### src/rtl/ps_ureg_file.sv
// ps_ureg_file: universal-register file holding the PC stack (PCSTK/PCSTKP),
// the loop counter (LCNTR), MODE1 and the sticky stack-error register (STKY).
// Reads are combinational from ps_rd_add. Writes land on the clock edge and
// are never bypassed to the read port.
// Optional feature: define PS_UREG_STKY_EN to build the STKY register and the
// ps_stky_err flag. Without it, 0x08 reads 0 and ps_stky_err is tied low.
module ps_ureg_file #(
  parameter int PS_DATA_W    = 16,
  parameter int PS_STK_DEPTH = 8
) (
  input  logic                 clk,
  input  logic                 rst,
  input  logic                 ps_wrt_en,
  input  logic [4:0]           ps_wrt_add,
  input  logic [PS_DATA_W-1:0] ps_wrt_data,
  input  logic [4:0]           ps_rd_add,
  input  logic                 ps_popstck,
  input  logic                 ps_lcntr_dec,
  output logic [PS_DATA_W-1:0] ps_rd_data,
  output logic                 ps_stk_full,
  output logic                 ps_stk_empty,
  output logic                 ps_lcntr_zero,
  output logic                 ps_stky_err
);

  localparam int IDX_W = (PS_STK_DEPTH > 1) ? $clog2(PS_STK_DEPTH) : 1;
  localparam int CNT_W = IDX_W + 1;

  localparam logic [4:0] ADD_PCSTK  = 5'h04;
  localparam logic [4:0] ADD_PCSTKP = 5'h05;
  localparam logic [4:0] ADD_LCNTR  = 5'h06;
  localparam logic [4:0] ADD_MODE1  = 5'h07;
  localparam logic [4:0] ADD_STKY   = 5'h08;

  logic [PS_DATA_W-1:0] stk_mem [PS_STK_DEPTH];
  logic [CNT_W-1:0]     stk_cnt;
  logic [PS_DATA_W-1:0] lcntr;
  logic [PS_DATA_W-1:0] mode1;

  logic                 push_wr;
  logic                 do_pop;
  logic [IDX_W-1:0]     cnt_idx;
  logic [IDX_W-1:0]     top_idx;
  logic [PS_DATA_W-1:0] stk_top;
  logic [PS_DATA_W-1:0] stky_rd;

  // Loop counter decrement that sticks at zero instead of wrapping.
  function automatic logic [PS_DATA_W-1:0] sat_dec(input logic [PS_DATA_W-1:0] v);
    return (v == '0) ? '0 : v - PS_DATA_W'(1);
  endfunction

  // A write to PCSTK together with a pop is a top replace, not a push/pop pair.
  assign push_wr      = ps_wrt_en && (ps_wrt_add == ADD_PCSTK);
  assign do_pop       = ps_popstck && !push_wr;
  assign ps_stk_full  = (stk_cnt == CNT_W'(PS_STK_DEPTH));
  assign ps_stk_empty = (stk_cnt == '0);
  assign cnt_idx      = stk_cnt[IDX_W-1:0];
  assign top_idx      = IDX_W'(stk_cnt - CNT_W'(1));
  assign stk_top      = ps_stk_empty ? '0 : stk_mem[top_idx];
  assign ps_lcntr_zero = (lcntr == '0);

  // PC stack: replace top, push, or pop; over/underflow leaves the stack untouched.
  always_ff @(posedge clk or negedge rst) begin
    if (!rst) begin
      stk_cnt <= '0;
      for (int i = 0; i < PS_STK_DEPTH; i++) stk_mem[i] <= '0;
    end else if (push_wr && ps_popstck && !ps_stk_empty) begin
      stk_mem[top_idx] <= ps_wrt_data;
    end else if (push_wr && !ps_stk_full) begin
      stk_mem[cnt_idx] <= ps_wrt_data;
      stk_cnt          <= stk_cnt + CNT_W'(1);
    end else if (do_pop && !ps_stk_empty) begin
      stk_cnt <= stk_cnt - CNT_W'(1);
    end
  end

  // LCNTR and MODE1; an explicit LCNTR write overrides a same-cycle decrement.
  always_ff @(posedge clk or negedge rst) begin
    if (!rst) begin
      lcntr <= '0;
      mode1 <= '0;
    end else begin
      if (ps_wrt_en && (ps_wrt_add == ADD_LCNTR)) lcntr <= ps_wrt_data;
      else if (ps_lcntr_dec)                      lcntr <= sat_dec(lcntr);
      if (ps_wrt_en && (ps_wrt_add == ADD_MODE1)) mode1 <= ps_wrt_data;
    end
  end

`ifdef PS_UREG_STKY_EN
  logic stky_ovf;
  logic stky_unf;
  logic ovf_set;
  logic unf_set;
  logic stky_clr;

  assign ovf_set  = push_wr && !ps_popstck && ps_stk_full;
  assign unf_set  = do_pop && ps_stk_empty;
  assign stky_clr = ps_wrt_en && (ps_wrt_add == ADD_STKY);

  // Sticky error flags; a new error in the clearing cycle still gets recorded.
  always_ff @(posedge clk or negedge rst) begin
    if (!rst) begin
      stky_ovf <= 1'b0;
      stky_unf <= 1'b0;
    end else begin
      stky_ovf <= (stky_ovf && !stky_clr) || ovf_set;
      stky_unf <= (stky_unf && !stky_clr) || unf_set;
    end
  end

  assign stky_rd     = {{(PS_DATA_W-2){1'b0}}, stky_unf, stky_ovf};
  assign ps_stky_err = stky_ovf || stky_unf;
`else
  assign stky_rd     = '0;
  assign ps_stky_err = 1'b0;
`endif

  // Combinational read mux; unmapped addresses read zero.
  always_comb begin
    ps_rd_data = '0;
    case (ps_rd_add)
      ADD_PCSTK:  ps_rd_data = stk_top;
      ADD_PCSTKP: ps_rd_data = PS_DATA_W'(stk_cnt);
      ADD_LCNTR:  ps_rd_data = lcntr;
      ADD_MODE1:  ps_rd_data = mode1;
      ADD_STKY:   ps_rd_data = stky_rd;
      default:    ps_rd_data = '0;
    endcase
  end

endmodule

### config.mk
export PLATFORM = sky130hd
export DESIGN_NAME = ps_ureg_file
export DESIGN_NICKNAME = d
export VERILOG_FILES = /design/src/rtl/ps_ureg_file.sv
export SDC_FILE = /design/constraint.sdc
export NUM_CORES = 1
export LEC_CHECK = 0
export CORE_MARGIN = 2
export CORE_UTILIZATION = 40
export DETAILED_ROUTE_END_ITERATION = 10
export PLACE_DENSITY = 0.66
export SYNTH_ARGS = -nofsm -noshare
export SYNTH_HDL_FRONTEND = slang
export SYNTH_SLANG_ARGS = --single-unit
export TNS_END_PERCENT = 30
### constraint.sdc
create_clock -name clk -period 3.4 [get_ports clk]
set_input_delay 0.68 -clock clk [delete_from_list [all_inputs] [get_ports clk]]
set_output_delay 0.68 -clock clk [all_outputs]
set_load 0.01 [all_outputs]
==> results.ini, run 1 <==
[layout]
nNetsFinal = 803
finalInstanceArea_um2 = 10200
num_antenna_cells = 0
finish.utilization_pct = 48.9
syn2layout_area_growth_pct = 21.1
finalNonFillerCells = 1057
layout-drive-gt1-share_pct = 35.5

[sta]
timing.final.ws_setup_ps = 39.9
worst_pin_slew_ps = 1210
setup_tns_ps = 0
slew_viol_final = 0
max_slew_margin_pct = 19.5
finClkSkew_ps = 16.8
setup_viol = 0
post-route-period-util_pct = 98.8
max_freq_mhz = 298
whs_ps = 228
finalHoldViolations = 0
rsz0062_at_grt = yes
min_period_ps = 3360

[floorplanning]
die_h_um = 149
rows = 53
ios = 51
dieArea_um2 = 22300
initial_core_util_pct = 40.4
die_x_um = 149
coreArea_um2 = 20900

[power]
internal_power_mw = 5.33
p_switching_mw = 2.94
seqPwrFrac_pct = 34.6
vdd_drop_max_mv = 0.508
p_leak_nw = 4.64
combPwrFrac_pct = 40.8
clkPwrFrac_pct = 24.6
power_mw = 8.28
power_density_nw_per_um2 = 810
power.share.switching_pct = 35.6

[logic_synthesis]
synth_compound_area_share_pct = 9.95
syn-num-nets = 733
synth_simple_gate_area_share_pct = 8.49
synth-adder-area-share_pct = 0.445
yosysWarningCount = 0
synthMuxAreaShare_pct = 28.2
synth_cell_types = 65
synth_xor_area_share_pct = 0.400
synthTopCellsByArea = dfrtp_1 49%, mux2_2 19%, mux2i_1 6.0%
syn_area_per_cell_um2 = 12.1
syn-cell-area_um2 = 8440
synth_edf_count = 0
synth_top_area_share_pct = 48.6
ys_ff_latch = 164
seq_area_frac_synth_pct = 48.6
yosysTopAreaCell = dfrtp_1
postSynth.asyncResetShare_pct = 100
postSynthCellCount = 699
synthFlopType = dfrtp_1
synth_top_family_by_area = multiplexers

[setup_path]
crit_type = register to primary output
cp_slowest_stage_delay_ps = 390
crit_path_max_fanout = 7
arrival_ps = 2680
slowest_stage = dfrtp_1
cp.required_ps = 2720
critPathLaunchType = register
cp-end-kind = primary output
path_cells = inv_1 > ha_4 > xor2_4 > buf_12 > bufbuf_16 > mux2i_1 > o22ai_1 > a221o_1 > dlygate4sd2_1

[routing]
via_per_inst = 5.75
drt_wl_total_um = 22600
ant_nets = 0
vias = 6075
wl_per_cell_um = 21.4
first_pass_iters = 5
drtIter0Drc = 435
route.detailed.drc = 0

[global_route]
grt_max_degree = 63
antenna_found_initial = 0
overflow = 0
grt_pass1_vias = 6128
grtUsageTotal_pct = 21.4
grt_first_pass_wirelength_um = 35800

[placement]
place_area_um2 = 9490
dp_cells = 1021
place.gp.congestion = 0.894
place_ws_ps = -94.6
numPortBuffers = 49
dp_hpwl_um = 15000

[clocking]
clkSlewWorstSetupHoldPaths_ps = 70
insertion_delay_ps = 430
htreeDepth = 4
clock-sinks = 164
cts_buffers = 17
cts_max_path_buffers = 2
cts_tree = done
cts-root-buf = clkbuf_16
holdBufCountCts = 0

[run_status]
status = finished, final reports clean

[worst_hold_path]
hold_class = primary input to asynchronous set/reset pin

[flow_run]
max-cap-violations = 0

## cells by family after synthesis
| family | after synthesis |
|---|---|
| mux | 207 |
| flops | 164 |
| simple gates | 128 |
| compound gates | 127 |
| buf+inv | 66 |
| fa+ha+maj | 3 |
| xor+xnor | 3 |
| other cells | 1 |
## area by class of cell
| cell class | count | area, um2 |
|---|---|---|
| Tap cell | 275 | 344 |
| Clock buffer | 19 | 453 |
| Clock inverter | 13 | 175 |
| Fill cell | 1846 | 10700 |
| Sequential cell | 164 | 4110 |
| Inverter | 10 | 37.5 |
| Timing Repair Buffer | 107 | 1050 |
| Multi-Input combinational cell | 469 | 4060 |
## power by group through the flow
stage | sequential, mW | clock (mW) | combinational [mW]
after floorplan | 2.74 | 0 | 2.02
after global placement | 2.86 | 0 | 2.93
after detailed placement | 2.88 | 0 | 2.96
after CTS | 2.86 | 2.07 | 3.35
after global routing | 2.93 | 2.16 | 3.59
final | 2.87 | 2.04 | 3.37
## synthesized netlist by cell type, types with 3 or more instances
cell type / n
a221oi_1: 5
mux4_2: 10
o211ai_1: 7
ha_1: 3
and3_1: 3
o21ai_0: 37
buf_1: 14
nor4_1: 6
nand2_1: 27
nand3_1: 14
a221o_1: 7
nand2b_1: 5
nor3_1: 11
nand4_1: 3
a31oi_1: 7
inv_1: 8
a21oi_1: 21
clkbuf_1: 18
nor2_1: 21
o22ai_1: 21
mux2i_1: 51
buf_4: 3
nor2_2: 3
or3_1: 6
and2_1: 4
nor2b_1: 6
mux2_2: 146
dfrtp_1: 164
buf_2: 18
## critical path: cells and delay by family (launching register included)
kind / cells / cell delay [ps]
buffers and inverters: 4 / 840
AOI/OAI and AO/OA: 2 / 470
adders and majority gates: 1 / 170
DFF: 1 / 390
muxes: 1 / 200
xor gates and xnor gates: 1 / 170
## placed cells by master, fill, tap and decap left out, types with 4 or more instances in the layout
| master | Yosys | routed |
|---|---|---|
| a21oi_1 | 21 | 20 |
| a221o_1 | 7 | 7 |
| a221oi_1 | 5 | 4 |
| a31oi_1 | 7 | 7 |
| and2_1 | 4 | 4 |
| buf_12 | 0 | 8 |
| buf_4 | 3 | 46 |
| clkbuf_16 | 0 | 17 |
| clkbuf_2 | 0 | 4 |
| clkdlybuf4s50_1 | 0 | 32 |
| dfrtp_1 | 164 | 162 |
| dlygate4sd2_1 | 0 | 9 |
| inv_1 | 8 | 7 |
| mux2_2 | 146 | 146 |
| mux2i_1 | 51 | 51 |
| mux4_2 | 10 | 10 |
| nand2_1 | 27 | 27 |
| nand2b_1 | 5 | 4 |
| nand3_1 | 14 | 14 |
| nor2_1 | 21 | 21 |
| nor2b_1 | 6 | 6 |
| nor3_1 | 11 | 11 |
| nor4_1 | 6 | 6 |
| o211ai_1 | 7 | 7 |
| o21ai_0 | 37 | 30 |
| o21ai_1 | 2 | 7 |
| o22ai_1 | 21 | 21 |
| or3_1 | 6 | 6 |
## flip-flops by register name, indices dropped and copies added (netlist names)
name	count
lcntr	16
mode1	16
stk_cnt	4
stk_mem	128
## layer usage
metal	vias to the layer above	track usage (%)	routed length, um
li1	2740	-	-
met3	33	5.05	1450
met2	186	33.1	10500
met1	3116	29.8	10100
met4	0	7.05	482
met5	-	0	0
## final timing paths
| kind | from | endpoint | slack (ps) | cells past startpoint |
|---|---|---|---|---|
| max | stk_cnt[1] | ps_rd_data[11] | 40 | 9 |
| min | rst | stk_cnt[2] | 230 | 1 |
| max reg2reg | stk_cnt[1] | stk_mem[43] | 690 | 10 |
| min reg2reg | stk_mem[41] | stk_mem[41] | 500 | 1 |
| max in group asynchronous | rst | stk_mem[82] | 2360 | 2 |
| min in group clk | stk_mem[41] | stk_mem[41] | 500 | 1 |
## repair_timing
item,in CTS,in global routing
endpoints found under the setup margin,16,12
gates resized for setup,34,13
pin swaps,3,2
buffers inserted,2,0
gates cloned,2,0
No activity file was read; power rests on OpenSTA's default activity.
==> run 2: changes to the inputs <==
--- a/config.mk
+++ b/config.mk
@@ -8,7 +8,8 @@
 export CORE_MARGIN = 2
 export CORE_UTILIZATION = 40
 export DETAILED_ROUTE_END_ITERATION = 10
-export PLACE_DENSITY = 0.66
+export GPL_ROUTABILITY_DRIVEN = 0
+export PLACE_DENSITY = 0.63
 export SYNTH_ARGS = -nofsm -noshare
 export SYNTH_HDL_FRONTEND = slang
 export SYNTH_SLANG_ARGS = --single-unit
==> constraint.sdc (replaced) <==
create_clock -name clk -period 4.25 [get_ports clk]
set_input_delay 0.85 -clock clk [delete_from_list [all_inputs] [get_ports clk]]
set_output_delay 0.85 -clock clk [all_outputs]
set_load 0.01 [all_outputs]
==> run 2 against run 1 <==
Cell count down 2.8%. Non-clock buffer count fell by 30. Power is 25% lower. Combinational power is 32% lower. Count of clock-buffer cells in the layout down 2. Largest cell class unchanged. Sequential power is 19% lower. Largest power group is now registers. First-iteration DRC count rose by 15%. Critical path depth decreased by 1.
==> results.ini, run 2 (synthesized netlist as in run 1, its figures left out) <==
[power]
combPwrFrac_pct = 36.7
p_leak_nw = 4.37
power_mw = 6.24
clkPwrFrac_pct = 26.0
vdd_drop_max_mv = 0.329
power.share.switching_pct = 36.3
internal_power_mw = 3.97
seqPwrFrac_pct = 37.3
p_switching_mw = 2.27
power_density_nw_per_um2 = 631

[sta]
setup_tns_ps = 0
max_freq_mhz = 242
min_period_ps = 4140
finClkSkew_ps = 6.14
worst_pin_slew_ps = 973
finalHoldViolations = 0
setup_viol = 0
max_slew_margin_pct = 35.2
rsz0062_at_grt = no
slew_viol_final = 0
post-route-period-util_pct = 97.4

[clocking]
holdBufCountCts = 0
insertion_delay_ps = 430
cts-resized-gates = 0
clock-sinks = 164
cts-root-buf = clkbuf_16
cts_buffers = 17
htreeDepth = 4
clkSlewWorstSetupHoldPaths_ps = 70
cts_max_path_buffers = 2
cts_setup_buffers = 0
cts_tree = done

[setup_path]
arrival_ps = 3290
reg2reg_depth = 9
crit_path_max_fanout = 5
timing.rr.end = stk_mem[35]
cp.required_ps = 3400
critPathLaunchType = primary input
cp-end-kind = primary output
crit_type = primary input to primary output
crit_start = ps_rd_add[4]
ff2ff_setup_slack_ps = 1610
timing.rr.start = stk_cnt[1]

[layout]
finish.utilization_pct = 47.3
num_antenna_cells = 0
top_register = stk_mem
nFillCells = 1882
layout-drive-gt1-share_pct = 31.8
final_cell_mix = 163 x dfrtp_1, 146 x mux2_2, 51 x mux2i_1
largest_register_ffs = 128
nNetsFinal = 773
layout_commonest_cell = dfrtp_1
syn2layout_area_growth_pct = 17.1
reg_top3 = stk_mem x128, lcntr x16, mode1 x16

[routing]
ant_nets = 0
wl_per_cell_um = 22.1
vias = 6092
via_per_inst = 5.93
first_pass_iters = 5
drtIter0Drc = 501
drt_wl_total_um = 22700
route.detailed.drc = 0

[global_route]
grtUsageTotal_pct = 21.0
grt_max_degree = 104
antenna_found_initial = 0
grt_pass1_vias = 6217
grt_first_pass_wirelength_um = 35300
overflow = 0

[floorplanning]
die_h_um = 149
die_x_um = 149
initial_core_util_pct = 40.4
coreArea_um2 = 20900
rows = 53
dieArea_um2 = 22300
ios = 51

[run_status]
status = finished, final reports clean

[placement]
dp_hpwl_um = 15000
numPortBuffers = 49

[flow_run]
max-cap-violations = 0

[worst_hold_path]
hold_class = primary input to asynchronous set/reset pin

-- run 2: routing by layer --
metal  up-vias  global-route usage (%)  part of all wire (%)  routed length, um
li1       2677                       -                     -                  -
met1      3156                    27.0                    42               9570
met5         -                       0                     0                  0
met3        34                    4.01                   5.8               1320
met4         0                    7.52                   2.0                450
met2       225                    35.5                    50              11400
-- run 2: how the worst max path moves through the flow --
stage / endpoint / slack (ps) / depth (start not counted)
finish: ps_rd_data[5] / 110 / 8
global route: ps_rd_data[3] / 40 / 10
CTS: ps_rd_data[3] / 60 / 10
detailed placement: ps_rd_data[5] / 160 / 8
global placement: ps_rd_data[5] / 210 / 8
floorplan: ps_rd_data[11] / 570 / 10
-- run 2: through the flow --
stage                     setup slack [ps]  instance area (um2)  hold slack [ps]  cells
after CTS                             63.3                 9850              503   1026
final                                  111                 9890              506   1027
after floorplan                        572                 8440              474    699
after global routing                  36.4                 9890              515   1027
after global placement                 210                 9220              482    994
after detailed placement               163                 9220              488    994
-- run 2: worst max-delay path, cell delays in order --
cell and delay (ps):
clkdlybuf4s50_1 380, nand2b_1 150, nor3_1 300, buf_4 210
nand2_1 180, nor2_1 370, a221o_1 290, clkdlybuf4s50_1 560
-- run 2: cell type report --
class	instances	area, um2	share of cell area, %
flip-flops and latches	164	4110	41.5
multi-input cells	469	4040	40.9
repair buffers	77	732	7.40
clock buffers	17	425	4.30
well taps	275	344	3.48
clock inverters	15	200	2.02
inverters	10	37.5	0.380
-- run 2: power by group through the flow --
stage          clock network (mW)  registers, mW  logic [mW]
4_1_cts                      1.65           2.31        2.19
5_1_grt                      1.72           2.37        2.44
6_report                     1.62           2.32        2.29
2_1_floorplan                   0           2.20        1.59
3_5_place_dp                    0           2.34        2.19
3_3_place_gp                    0           2.30        2.15
==> run 3: changes to the inputs <==
--- a/config.mk
+++ b/config.mk
@@ -5,7 +5,6 @@
 export SDC_FILE = /design/constraint.sdc
 export NUM_CORES = 1
 export LEC_CHECK = 0
-export CORE_MARGIN = 2
 export CORE_UTILIZATION = 40
 export DETAILED_ROUTE_END_ITERATION = 10
 export GPL_ROUTABILITY_DRIVEN = 0
==> run 3 against run 2 <==
Critical path depth increased by 1. Non-clock buffer count decreased by 4. Fmax increased by 0.90%. Cell count decreased by 0.88%. Sequential power about the same. First-iteration DRC count increased by 13%. Hold slack got worse by 3.1 ps. Flip-flop and latch count unchanged. Clock skew increased by 4.3 ps. Global-route usage increased by 0.57 points. Count of clock-buffer cells in the layout increased by 4. Critical path type is now register to primary output. Critical endpoint is now ps_rd_data[3].
==> results.ini, run 3 (synthesized netlist as in run 1, its figures left out) <==
[clocking]
cts_tree = done
cts_buffers = 17
cts_setup_buffers = 0
cts_max_path_buffers = 2
htreeDepth = 4
cts-root-buf = clkbuf_16
clkSlewWorstSetupHoldPaths_ps = 60
insertion_delay_ps = 430
holdBufCountCts = 0
clock-sinks = 164

[floorplanning]
die_x_um = 147
die_h_um = 147
ios = 51
initial_core_util_pct = 41.3
coreArea_um2 = 20400
rows = 52
dieArea_um2 = 21700

[routing]
wl_per_cell_um = 21.8
vias = 6061
first_pass_iters = 5
drt_wl_total_um = 22200
via_per_inst = 5.95
ant_nets = 0
drtIter0Drc = 564
route.detailed.drc = 0

[sta]
finClkSkew_ps = 10.5
setup_tns_ps = 0
finalHoldViolations = 0
post-route-period-util_pct = 96.5
setup_viol = 0
max_slew_margin_pct = 35.4
worst_pin_slew_ps = 968
max_freq_mhz = 244
rsz0062_at_grt = no
min_period_ps = 4100
slew_viol_final = 0

[layout]
num_antenna_cells = 0
largest_register_ffs = 128
nFillCells = 1803
layout_commonest_cell = dfrtp_1
finalInstanceArea_um2 = 9910
layout-drive-gt1-share_pct = 31.3
finalNonFillerCells = 1018
final_cell_mix = 163 x dfrtp_1, 146 x mux2_2, 51 x mux2i_1
reg_top3 = stk_mem x128, lcntr x16, mode1 x16
top_register = stk_mem
nNetsFinal = 769
syn2layout_area_growth_pct = 17.4

[global_route]
met1_usage_pct = 28.4
top_usage_layer = met2
grtUsageTotal_pct = 21.6
use_met3_pct = 3.70
grt_pass1_vias = 6308
grt_first_pass_wirelength_um = 35700
overflow = 0
antenna_found_initial = 0
met2_usage_pct = 35.3
grt_max_degree = 101

[setup_path]
crit_path_max_fanout = 46
reg2reg_depth = 8
timing.rr.end = stk_mem[75]
ff2ff_setup_slack_ps = 1290
cp.required_ps = 3400
timing.rr.start = stk_cnt[0]
arrival_ps = 3250
critPathLaunchType = register
cp-end-kind = primary output
crit_type = register to primary output

[power]
combPwrFrac_pct = 34.3
p_leak_nw = 4.39
power.share.switching_pct = 34.4
seqPwrFrac_pct = 37.1
power_density_nw_per_um2 = 629
internal_power_mw = 4.09
clkPwrFrac_pct = 28.6
vdd_drop_max_mv = 0.397
p_switching_mw = 2.15

[worst_hold_path]
hold-path-cell-count = 1
hold_path_startpoint = stk_mem[118]
hold_end = stk_mem[118]
hold_class = register to register

[flow_run]
max-cap-violations = 0

[placement]
place_area_um2 = 9210
dp_cells = 986
dp_hpwl_um = 14400
numPortBuffers = 49

[run_status]
status = finished, final reports clean

[run 3: cell types whose count changed in the layout (fill, tap and decap cells not counted), moves of 2 or more]
cell,before,now
bufinv_16,3,6
inv_6,3,1
inv_8,2,0
clkbuf_8,0,3
buf_4,26,22
[run 3: stage by stage]
step           total power [mW]  util [%]  hold slack (ps)  setup slack [ps]
2_1_floorplan              3.79         -              474               572
3_5_place_dp               4.44      45.1              492               245
5_1_grt                    6.53      48.5              513              31.7
3_3_place_gp               4.35      45.1              481               344
4_1_cts                    6.23      48.5              507              26.0
6_report                   6.23      48.5              503               148
[run 3: per-layer routing]
| metal | up-vias | wire (um) | share of wire (%) |
|---|---|---|---|
| met5 | - | 0 | 0 |
| met3 | 36 | 1180 | 5.3 |
| met2 | 220 | 10800 | 49 |
| met4 | 0 | 569 | 2.6 |
| met1 | 3129 | 9650 | 43 |
| li1 | 2676 | - | - |
[run 3: worst max-delay path by stage]
stage | endpoint | start
2_1_floorplan | ps_rd_data[11] | stk_cnt[0]
3_3_place_gp | ps_rd_data[7] | ps_rd_add[4]
3_5_place_dp | ps_rd_data[7] | ps_rd_add[4]
4_1_cts | ps_rd_data[8] | stk_cnt[0]
5_1_grt | ps_rd_data[3] | stk_cnt[1]
6_report | ps_rd_data[3] | stk_cnt[1]
[run 3: power by group through the flow]
stage,Combinational (mW),Clock [mW],Sequential (mW)
2_1_floorplan,1.59,0,2.20
3_3_place_gp,2.06,0,2.29
3_5_place_dp,2.11,0,2.33
4_1_cts,2.12,1.81,2.30
5_1_grt,2.30,1.87,2.37
6_report,2.14,1.78,2.31
[run 3: area by class of cell]
cell class / count / area, um2 / share of cell area (%)
sequential: 164 / 4110 / 41.4
multi-input combinational: 469 / 4040 / 40.8
timing repair buffer: 73 / 697 / 7.03
clock buffer: 21 / 470 / 4.75
tap: 270 / 338 / 3.41
clock inverter: 11 / 221 / 2.24
inverter: 10 / 37.5 / 0.379
[run 3: what timing repair did]
action                                 in CTS  in global routing
endpoints found under the hold margin       0                  0
setup endpoints to repair                   0                  5
gates resized for setup                     0                  1
[run 3: worst max-delay path, cell delays in order (launching register included)]
cell and delay, ps:
dfrtp_1 370, inv_1 110, ha_1 380, xor2_4 190
buf_12 310, mux4_2 370, nor2b_1 140, o21ai_0 230
o21ai_0 190, clkdlybuf4s50_1 510
